File: config.mk
export PLATFORM = sky130hd
export DESIGN_NAME = decode_stage
export DESIGN_NICKNAME = d
export VERILOG_FILES = /design/src/rtl/decode_pkg.sv /design/src/rtl/decode_ctrl.sv /design/src/rtl/decode_stage.sv
export SDC_FILE = /design/constraint.sdc
export NUM_CORES = 2
export LEC_CHECK = 0
export CORE_ASPECT_RATIO = 0.5
export CORE_MARGIN = 2
export CORE_UTILIZATION = 35
export DETAILED_ROUTE_END_ITERATION = 10
export PLACE_DENSITY = 0.62
export SETUP_SLACK_MARGIN = 0.02
export SYNTH_ARGS = -nofsm -noshare
export SYNTH_HDL_FRONTEND = slang
export SYNTH_SLANG_ARGS = --single-unit
File: constraint.sdc
create_clock -name clk -period 4.1 [get_ports clk]
set_clock_uncertainty 0.1 [all_clocks]
set_input_delay 0.41 -clock clk [delete_from_list [all_inputs] [get_ports clk]]
set_output_delay 0.41 -clock clk [all_outputs]
set_load 0.1 [all_outputs]
File: src/rtl/decode_pkg.sv
// Shared definitions for the RV32I decode stage.
//   - RV32I major opcode constants
//   - function-select (fs) and branch-select codes
//   - ctrl_t: packed control word driven to execute,
//     {rd, rs2, rs1, fs, we, mr, md, mb, mem_type}, CTRL_W bits wide
//   - ctrl_zero(): the all-zero control word used for bubbles
package decode_pkg;

  localparam logic [6:0] OPC_LOAD   = 7'b0000011;
  localparam logic [6:0] OPC_STORE  = 7'b0100011;
  localparam logic [6:0] OPC_OP     = 7'b0110011;
  localparam logic [6:0] OPC_OP_IMM = 7'b0010011;
  localparam logic [6:0] OPC_LUI    = 7'b0110111;
  localparam logic [6:0] OPC_AUIPC  = 7'b0010111;
  localparam logic [6:0] OPC_JAL    = 7'b1101111;
  localparam logic [6:0] OPC_JALR   = 7'b1100111;
  localparam logic [6:0] OPC_BRANCH = 7'b1100011;

  // Plain add: address generation and LUI/AUIPC pass-through
  localparam logic [3:0] FS_ADD = 4'b0000;

  localparam logic [2:0] BR_NONE = 3'b000;
  localparam logic [2:0] BR_JAL  = 3'b001;
  localparam logic [2:0] BR_JALR = 3'b010;
  localparam logic [2:0] BR_COND = 3'b100;

  localparam int CTRL_W = 26;

  typedef struct packed {
    logic [4:0] rd;
    logic [4:0] rs2;
    logic [4:0] rs1;
    logic [3:0] fs;
    logic       we;
    logic       mr;
    logic       md;
    logic       mb;
    logic [2:0] mem_type;
  } ctrl_t;

  function automatic ctrl_t ctrl_zero();
    return ctrl_t'(26'd0);
  endfunction

endpackage

File: src/rtl/decode_ctrl.sv
// Combinational RV32I instruction decoder.
//   instruction_i : raw 32-bit instruction
//   ctrl_o        : control word (see decode_pkg::ctrl_t)
//   branch_sel_o  : 001 JAL, 010 JALR, 100 conditional branch, else 000
// Any opcode outside the supported RV32I set (including compressed
// encodings, instr[1:0] != 2'b11) yields an all-zero bubble.
module decode_ctrl
  import decode_pkg::*;
(
  input  logic [31:0] instruction_i,
  output ctrl_t       ctrl_o,
  output logic [2:0]  branch_sel_o
);

  logic [6:0] opcode_s;
  logic [2:0] funct3_s;
  logic       f7b_s;
  logic       unused_bits_s;

  assign opcode_s      = instruction_i[6:0];
  assign funct3_s      = instruction_i[14:12];
  assign f7b_s         = instruction_i[30];
  assign unused_bits_s = ^{instruction_i[31], instruction_i[29:25]};

  // Opcode to control-word mapping; register fields only survive on known opcodes
  always_comb begin
    ctrl_o       = ctrl_zero();
    branch_sel_o = BR_NONE;
    ctrl_o.rd    = instruction_i[11:7];
    ctrl_o.rs1   = instruction_i[19:15];
    ctrl_o.rs2   = instruction_i[24:20];
    case (opcode_s)
      OPC_LOAD: begin
        ctrl_o.we       = 1'b1;
        ctrl_o.mr       = 1'b1;
        ctrl_o.mb       = 1'b1;
        ctrl_o.fs       = FS_ADD;
        ctrl_o.mem_type = funct3_s;
      end
      OPC_STORE: begin
        ctrl_o.md       = 1'b1;
        ctrl_o.mb       = 1'b1;
        ctrl_o.fs       = FS_ADD;
        ctrl_o.mem_type = funct3_s;
      end
      OPC_OP: begin
        ctrl_o.we = 1'b1;
        ctrl_o.fs = {f7b_s, funct3_s};
      end
      OPC_OP_IMM: begin
        // Only the shift-right group uses bit 30 (SRAI); elsewhere it is immediate data
        ctrl_o.we = 1'b1;
        ctrl_o.mb = 1'b1;
        ctrl_o.fs = {(funct3_s == 3'b101) & f7b_s, funct3_s};
      end
      OPC_LUI, OPC_AUIPC: begin
        ctrl_o.we = 1'b1;
        ctrl_o.mb = 1'b1;
        ctrl_o.fs = FS_ADD;
      end
      OPC_JAL: begin
        ctrl_o.we    = 1'b1;
        branch_sel_o = BR_JAL;
      end
      OPC_JALR: begin
        ctrl_o.we    = 1'b1;
        ctrl_o.mb    = 1'b1;
        branch_sel_o = BR_JALR;
      end
      OPC_BRANCH: begin
        ctrl_o.mem_type = funct3_s;
        branch_sel_o    = BR_COND;
      end
      default: begin
        ctrl_o       = ctrl_zero();
        branch_sel_o = BR_NONE;
      end
    endcase
  end

endmodule

File: src/rtl/decode_stage.sv
// RV32I decode stage: register file with write-back bypass, instruction
// decode and the ID/EX pipeline register with valid/ready handshake.
//   clk, reset (sync, active-low)
//   if_valid/if_ready, instruction_i, imm_i, pc_plus_i, pred_taken_i : fetch side
//   flush                                  : kill held and incoming entry
//   wb_we/wb_rd/wb_data                    : register write-back port
//   ex_ready/ex_valid, a_o, b_o, store_data_o, pc_plus_o, ctrl_o,
//   branch_sel_o, pred_taken_o             : registered execute side
//   stall_cnt_o                            : load-use bubble count
// Build option: define DECODE_HAZARD_EN to add the load-use interlock and
// stall_cnt_o; without it hazard resolution belongs to execute.
module decode_stage
  import decode_pkg::*;
#(
  parameter  int XLEN   = 32,
  parameter  int NREGS  = 32,
  localparam int REG_AW = $clog2(NREGS)
) (
  input  logic              clk,
  input  logic              reset,
  input  logic              if_valid,
  output logic              if_ready,
  input  logic [31:0]       instruction_i,
  input  logic [XLEN-1:0]   imm_i,
  input  logic [XLEN-1:0]   pc_plus_i,
  input  logic              pred_taken_i,
  input  logic              flush,
  input  logic              wb_we,
  input  logic [REG_AW-1:0] wb_rd,
  input  logic [XLEN-1:0]   wb_data,
  input  logic              ex_ready,
  output logic              ex_valid,
  output logic [XLEN-1:0]   a_o,
  output logic [XLEN-1:0]   b_o,
  output logic [XLEN-1:0]   store_data_o,
  output logic [XLEN-1:0]   pc_plus_o,
  output logic [CTRL_W-1:0] ctrl_o,
  output logic [2:0]        branch_sel_o,
  output logic              pred_taken_o
`ifdef DECODE_HAZARD_EN
  ,
  output logic [31:0]       stall_cnt_o
`endif
);

  ctrl_t             ctrl_dec_s;
  logic [2:0]        bsel_dec_s;
  logic [REG_AW-1:0] rs1_idx_s;
  logic [REG_AW-1:0] rs2_idx_s;
  logic [XLEN-1:0]   rs1_data_s;
  logic [XLEN-1:0]   rs2_data_s;
  logic              hazard_s;
  logic              accept_s;

  logic [XLEN-1:0]   regs_r [NREGS];
  logic              ex_valid_r;
  logic [XLEN-1:0]   a_r;
  logic [XLEN-1:0]   b_r;
  logic [XLEN-1:0]   store_data_r;
  logic [XLEN-1:0]   pc_plus_r;
  ctrl_t             ctrl_r;
  logic [2:0]        bsel_r;
  logic              pred_taken_r;

  decode_ctrl u_ctrl (
    .instruction_i (instruction_i),
    .ctrl_o        (ctrl_dec_s),
    .branch_sel_o  (bsel_dec_s)
  );

  assign rs1_idx_s = instruction_i[15 +: REG_AW];
  assign rs2_idx_s = instruction_i[20 +: REG_AW];

  // Register file write port; x0 is never written so it always reads zero
  always_ff @(posedge clk) begin
    if (!reset) begin
      for (int i = 0; i < NREGS; i++) regs_r[i] <= {XLEN{1'b0}};
    end else if (wb_we && (wb_rd != {REG_AW{1'b0}})) begin
      regs_r[wb_rd] <= wb_data;
    end
  end

  // rs1 read with same-cycle write-back forwarding
  always_comb begin
    if (rs1_idx_s == {REG_AW{1'b0}}) rs1_data_s = {XLEN{1'b0}};
    else if (wb_we && (wb_rd == rs1_idx_s)) rs1_data_s = wb_data;
    else rs1_data_s = regs_r[rs1_idx_s];
  end

  // rs2 read with same-cycle write-back forwarding
  always_comb begin
    if (rs2_idx_s == {REG_AW{1'b0}}) rs2_data_s = {XLEN{1'b0}};
    else if (wb_we && (wb_rd == rs2_idx_s)) rs2_data_s = wb_data;
    else rs2_data_s = regs_r[rs2_idx_s];
  end

`ifdef DECODE_HAZARD_EN
  // Held load whose destination feeds the incoming instruction cannot be bypassed here
  assign hazard_s = ex_valid_r & ctrl_r.mr & (ctrl_r.rd != 5'd0) & if_valid &
                    ((ctrl_r.rd == instruction_i[19:15]) | (ctrl_r.rd == instruction_i[24:20]));
`else
  assign hazard_s = 1'b0;
`endif

  // Flush always frees the slot so upstream can drain the wrong path
  assign if_ready = flush | ((~ex_valid_r | ex_ready) & ~hazard_s);
  assign accept_s = if_valid & if_ready & ~flush;

  // ID/EX register: load on accept, drain when consumed, hold under back-pressure
  always_ff @(posedge clk) begin
    if (!reset) begin
      ex_valid_r   <= 1'b0;
      a_r          <= {XLEN{1'b0}};
      b_r          <= {XLEN{1'b0}};
      store_data_r <= {XLEN{1'b0}};
      pc_plus_r    <= {XLEN{1'b0}};
      ctrl_r       <= ctrl_zero();
      bsel_r       <= BR_NONE;
      pred_taken_r <= 1'b0;
    end else if (flush) begin
      ex_valid_r <= 1'b0;
    end else if (accept_s) begin
      ex_valid_r   <= 1'b1;
      a_r          <= rs1_data_s;
      b_r          <= ctrl_dec_s.mb ? imm_i : rs2_data_s;
      store_data_r <= rs2_data_s;
      pc_plus_r    <= pc_plus_i;
      ctrl_r       <= ctrl_dec_s;
      bsel_r       <= bsel_dec_s;
      pred_taken_r <= pred_taken_i;
    end else if (!ex_valid_r || ex_ready) begin
      ex_valid_r <= 1'b0;
    end else begin
      ex_valid_r <= ex_valid_r;
    end
  end

`ifdef DECODE_HAZARD_EN
  logic [31:0] stall_cnt_r;

  // Count bubbles actually inserted by the interlock, saturating at all-ones
  always_ff @(posedge clk) begin
    if (!reset) begin
      stall_cnt_r <= 32'd0;
    end else if (!flush && hazard_s && ex_ready && (stall_cnt_r != 32'hFFFF_FFFF)) begin
      stall_cnt_r <= stall_cnt_r + 32'd1;
    end
  end

  assign stall_cnt_o = stall_cnt_r;
`endif

  assign ex_valid     = ex_valid_r;
  assign a_o          = a_r;
  assign b_o          = b_r;
  assign store_data_o = store_data_r;
  assign pc_plus_o    = pc_plus_r;
  assign ctrl_o       = ctrl_r;
  assign branch_sel_o = bsel_r;
  assign pred_taken_o = pred_taken_r;

endmodule
# [Word-level counts from Yosys, hierarchy flattened]
# Memories as Yosys holds them, arrays and structs flattened.
# Index checks and enable logic that the tools add are counted.
[classes] eq_ne=12 muxes=22 n_bitwise=8 reduce_logical=16
[ops] op="two-way mux 32 bit" n=6
[ops] op="OR reduction 32 bit" n=1
[ops] op="== test 7 x 6 -> 1 bit, second input constant" n=3
[ops] op="== test 7 bit, second input constant" n=3
[ops] op="two-way mux 15 bit" n=1
[ops] op="== test 7 x 5 -> 1 bit, second input constant" n=2
[ops] op="two-way mux 1 bit" n=11
[ops] op="== test 5 bit" n=2
[ops] op="zero test 5 bit" n=2
[ops] op="one-hot mux 3 bit (3 select lines)" n=1
[ops] op="OR reduction 9 bit" n=1
[ops] op="one-hot mux 4 bit (2 select lines)" n=1
[ops] op="== test 7 x 2 -> 1 bit, second input constant" n=1
[ops] op="OR reduction 7 bit" n=1
[ops] op="OR reduction 6 bit" n=1
[ops] op="two-way mux 5 bit" n=1
[ops] op="nonzero test 5 bit" n=1
[ops] op="bitwise AND 1 bit" n=3
[ops] op="== test 3 bit, second input constant" n=1
[ops] op="logical AND 1 bit" n=3
[ops] op="two-way mux 3 bit" n=1
[ops] op="inverter 1 bit" n=3
[ops] op="OR reduction 3 bit" n=1
[ops] op="OR 1 bit" n=2
[ops] op="5 further kinds" n=5
[totals] reg_bits=159 ramBits=1024 mem_count=1
[memory_table] memory="regs_r" depth=32 width=32 rd=2 rd_clocked_by_memory_dff=0 write_ports=32 line="decode_stage.sv:55" source="logic [XLEN-1:0] regs_r [NREGS];"

# [Logic depth before layout (Yosys ltp)]
[logic_depth] depth_word=7 depth_mapped=11

# [By module]
# From an unflattened synthesis, not the netlist that was laid out.
[hier_totals] cells_unflattened=4158 area_unflattened_um2=60179.0
[by_module_without_submodules] module="decode_stage" n_inst=1 cells_per_inst=4108 area_each_um2=59792.3
[by_module_without_submodules] module="decode_ctrl" n_inst=1 cells_per_inst=50 area_each_um2=386.6

# [Least setup slack after synthesis]
# No wires, ideal clock.
[synth_timing] kind="input to register" start="input wb_rd[4]" end="memory regs_r[18][0], enable pin" setup_time_ns=0.466 arrival_time_ns=3.803 t_required_ns=3.534 setup_slack_ns=-0.268 stages=5 path_buffers=3 path_cell_list="clkbuf_1 -> or3b_2 -> clkbuf_1 -> clkbuf_1 -> o21ai_0"
[synth_rtl] item="start: declaration" line="decode_stage.sv:29" source="input logic [REG_AW-1:0] wb_rd,"
[synth_rtl] item="end: declaration" line="decode_stage.sv:55"

# [Final worst setup path]
[layout_timing] start="register a_r[13], in the netlist a_o[13]" end="output a_o[13]"
[layout_rtl] item="start: declaration" line="decode_stage.sv:57" source="logic [XLEN-1:0] a_r;"
[layout_rtl] item="start signal: assignment" line="decode_stage.sv:113" source="a_r <= {XLEN{1'b0}};"
[layout_rtl] item="start signal: assignment" line="decode_stage.sv:124" source="a_r <= rs1_data_s;"
[layout_rtl] item="end: declaration" line="decode_stage.sv:33" source="output logic [XLEN-1:0] a_o,"
# No word-level cell between the ends.

==> results.txt <==
----------------------------------------------------
[CTS]
  Setup repair bufs after CTS ... 0
  Clock tree from TritonCTS ... built
  Number of buffers on the longest clock path ... 3
  Count of H-tree levels built during CTS ... 3
  Clock root buffer ... clkbuf_16
  Clock Pin Slew Worst Setup and Hold Paths ... 0.07 ns
  Clock sink total ... 1183
  Clock latency on the worst-skew pair ... 0.79 ns
  TritonCTS Buffers ... 114

[GRT]
  Total routing resource utilization after global routing ... 24.8%
  Maximum number of pins on one net before global-route repair ... 83
  Remaining Overflow, GRT ... 0
  Antenna violations before repair ... 22
  First-pass GRT wire length ... 308000 µm
  Via count of the first global-routing pass ... 40.4k

[Floorplanning]
  Die Wd ... 591 µm
  Initial cell density of the core ... 35.3%
  Count of standard-cell rows ... 107
  Core box area ... 171000 µm²
  Die Footprint ... 176000 µm²
  Num ports ... 300
  Die extent in y ... 297 µm

[Setup path]
  Critical path peak fanout ... 2
  Startpoint Class ... register
  Critical path arrival ... 2.65 ns
  Buf+Inv Stages, Crit Path ... 1
  Worst path top cell family by delay ... buffers and inverters
  Series of cell instances along the critical path ... clkdlybuf4s50_1
  Critical Path End Type ... primary output
  Standard cell with the maximum stage delay on the critical path ... clkdlybuf4s50_1
  Critical path's largest stage delay ... 1.24 ns
  Critical path start-end classification ... register to primary output
  Data required time at the worst endpoint ... 3.59 ns

[Placement]
  Placer congestion estimate ... 0.863
  Post-Place Cell Area ... 67100 µm²
  Sum of net half-perimeters after detailed placement ... 133000 µm
  Port Buffers ... 293
  Worst slack after detailed placement ... 0.571 ns

[Pwr]
  Static power due to leakage ... 23.8 nW
  Max IR drop VDD ... 348 µV
  PD cells ... 414 nW/µm²

[Yosys]
  Synth warnings ... 0
  Area share of the leading cell type in the synthesized netlist ... 51.1%
  Top FF cell, synth ... edfxtp_1
  Count of flip-flops with a built-in enable after synthesis ... 1024
  Cell type with the highest aggregate area in the netlist ... edfxtp_1
  Fraction of registers with async set/reset ... 0%
  Cells taking the most area after synthesis ... edfxtp_1 51%, mux4_2 22%, and2_1 9.7%
  Number of distinct library cells after synthesis ... 57
  Cell count after synthesis ... 4036
  Fraction of the yosys area taken by sequential cells ... 56.4%
  Yosys reg bits ... 1183
  Post-synthesis area per instance ... 14.9 µm²
  Synth Cell Area ... 60200 µm²

[Layout]
  Area occupied by multi-input gates ... 25200 µm²
  Area added between synthesis and finish ... 17.8%
  Most frequent standard cell in the layout excluding fill and tap cells ... edfxtp_1
  Share of cells above drive strength 1 ... 25.5%
  Area of all placed cells without fillers ... 71000 µm²
  Final-stage net count ... 4387
  Filler instances ... 15.4k
  Sequential cell area ... 33900 µm²
  Commonest cells after routing, fill and taps aside ... 1024 x edfxtp_1, 933 x and2_1, 592 x mux4_2

[STA]
  Max-slew headroom ... 13.4%
  Endpoints failing hold ... 0
  Final-report setup violation count ... 0
  Post-route worst setup slack ... 0.938 ns
  Pin slew with the least headroom to its limit ... 1.30 ns
  Unrepaired setup endpoints after global routing ... false
  Final critical path time including I/O delays and setup ... 3.16 ns
  Final Max Slew Viols ... 0
  Hold Worst Slack ... 0.0898 ns
  F_max ... 0.316 GHz
  Part of the cycle the worst path needs ... 77.1%

[Detailed routing]
  Length of the first detailed-routing pass in iterations ... 10
  Detailed-route wire length ... 221000 µm
  Detailed-route wire length per cell ... 33.1 µm
  Number of nets with antenna violations after routing ... 0
  # DRC ... 0
  Sum of routed wire segments on met1 ... 82900 µm
  Highest Signal Layer ... met4
  Initial drt markers ... 6398
  Via count of the routed design ... 40.6k
  Vias per cell ... 6.10
  Met3 WL post-DR ... 26100 µm
  Met2 Routed Length ... 101000 µm

[Outcome]
  Status ... completed

[Run]
  Max-cap violations ... 0

[Min path]
  Class of the tightest hold or removal check ... input pin to register

----------------------------------------------------
## path summary, 6_finish.rpt
kind / endpoint / cells past startpoint / from / slack [ns]
hold / removal: ctrl_o[17] / 3 / instruction_i[21] / 0.09
setup reg to reg: a_o[26] / 7 / ex_valid / 1.33
hold reg to reg: store_data_o[31] / 1 / store_data_o[31] / 0.35
setup / recovery: a_o[13] / 1 / a_o[13] / 0.94
## worst reg2reg max path, delay by kind of cell (launching register included)
kind / cells / cell delay (ns)
and+or+nand+nor: 4 / 1.35
buffers and inverters: 1 / 0.43
AOI/OAI and AO/OA: 2 / 0.52
DFF: 1 / 0.32
## flip-flops by register name (all words and copies together), names as in the netlist
| name | flops |
|---|---|
| ex_valid | 1 |
| a_o | 32 |
| pred_taken_o | 1 |
| ctrl_o | 26 |
| pc_plus_o | 32 |
| b_o | 32 |
| store_data_o | 32 |
| branch_sel_o | 3 |
| regs_r | 1024 |
## power breakdown
group	leakage, nW	total (W)	internal (W)	switching, W
combinational	10.9	0.00433	0.00169	0.00264
clock	1.85	0.0110	0.00602	0.00495
sequential	11.0	0.0141	0.0137	0.000380
## routing by layer
metal	up-vias	global-route usage, %
met5	-	0
met3	516	5.43
met1	21183	33.4
met4	0	11.0
met2	2996	38.4
li1	15919	-
## logic make-up (layout without fill, tap and decap cells)
kind of cell	Yosys count	count (layout)	synth area share, %
AO/OA/AOI/OAI	309	309	3.40
XOR/XNOR	10	10	0.145
buffers and inverters	438	719	3.07
flip-flops	1183	1183	56.4
multiplexers	697	697	24.0
other	1	50	0.00623
AND/OR/NAND/NOR	1398	1398	13.0
## cells in the mapped netlist, types with 3 or more instances
| master | number |
|---|---|
| edfxtp_1 | 1024 |
| and2_1 | 934 |
| mux4_2 | 592 |
| clkbuf_1 | 319 |
| nand2_1 | 217 |
| dfxtp_1 | 159 |
| nor2_1 | 120 |
| nor3_1 | 66 |
| buf_2 | 61 |
| o21ai_0 | 58 |
| a21oi_1 | 57 |
| mux2i_1 | 57 |
| mux2_2 | 48 |
| o21ai_1 | 40 |
| a222oi_1 | 31 |
| buf_1 | 28 |
| o22ai_1 | 24 |
| a22oi_1 | 21 |
| o31ai_1 | 17 |
| buf_4 | 16 |
| o31a_1 | 14 |
| nor4_1 | 13 |
| a22o_1 | 12 |
| o221ai_1 | 11 |
| buf_6 | 9 |
| xor2_1 | 8 |
| nand2b_1 | 7 |
| or4_1 | 7 |
| a221oi_1 | 6 |
| inv_1 | 5 |
| nand3_1 | 5 |
| or2_2 | 5 |
| nand3b_1 | 4 |
| nor2b_1 | 4 |
| a211oi_1 | 3 |
| nand4_1 | 3 |
| or3_1 | 3 |
## area by class of cell
class,count,area share (%)
antenna,18,0.0635
clock buffer,141,4.26
clock inverter,76,1.10
inverter,5,0.0300
multi-input combinational,2446,35.5
sequential,1183,47.8
tap,2289,4.04
timing repair buffer,497,7.21
## what timing repair did
item | CTS | global route
resized for setup | 0 | 0
endpoints found under the hold margin | 14 | 0
hold buffers | 1 | 0
## per-stage QoR
step | utilization (%) | instances | power, W | TNS (ns)
after floorplan | - | 4067 | 0.0170 | -25.25
after global placement | 39.3 | 6419 | 0.0185 | 0
after detailed placement | 39.3 | 6419 | 0.0186 | 0
after CTS | 41.6 | 6637 | 0.0294 | 0
after global routing | 41.6 | 6642 | 0.0301 | 0
final | 41.6 | 6655 | 0.0294 | 0
Power figures use the tool's default switching activity.
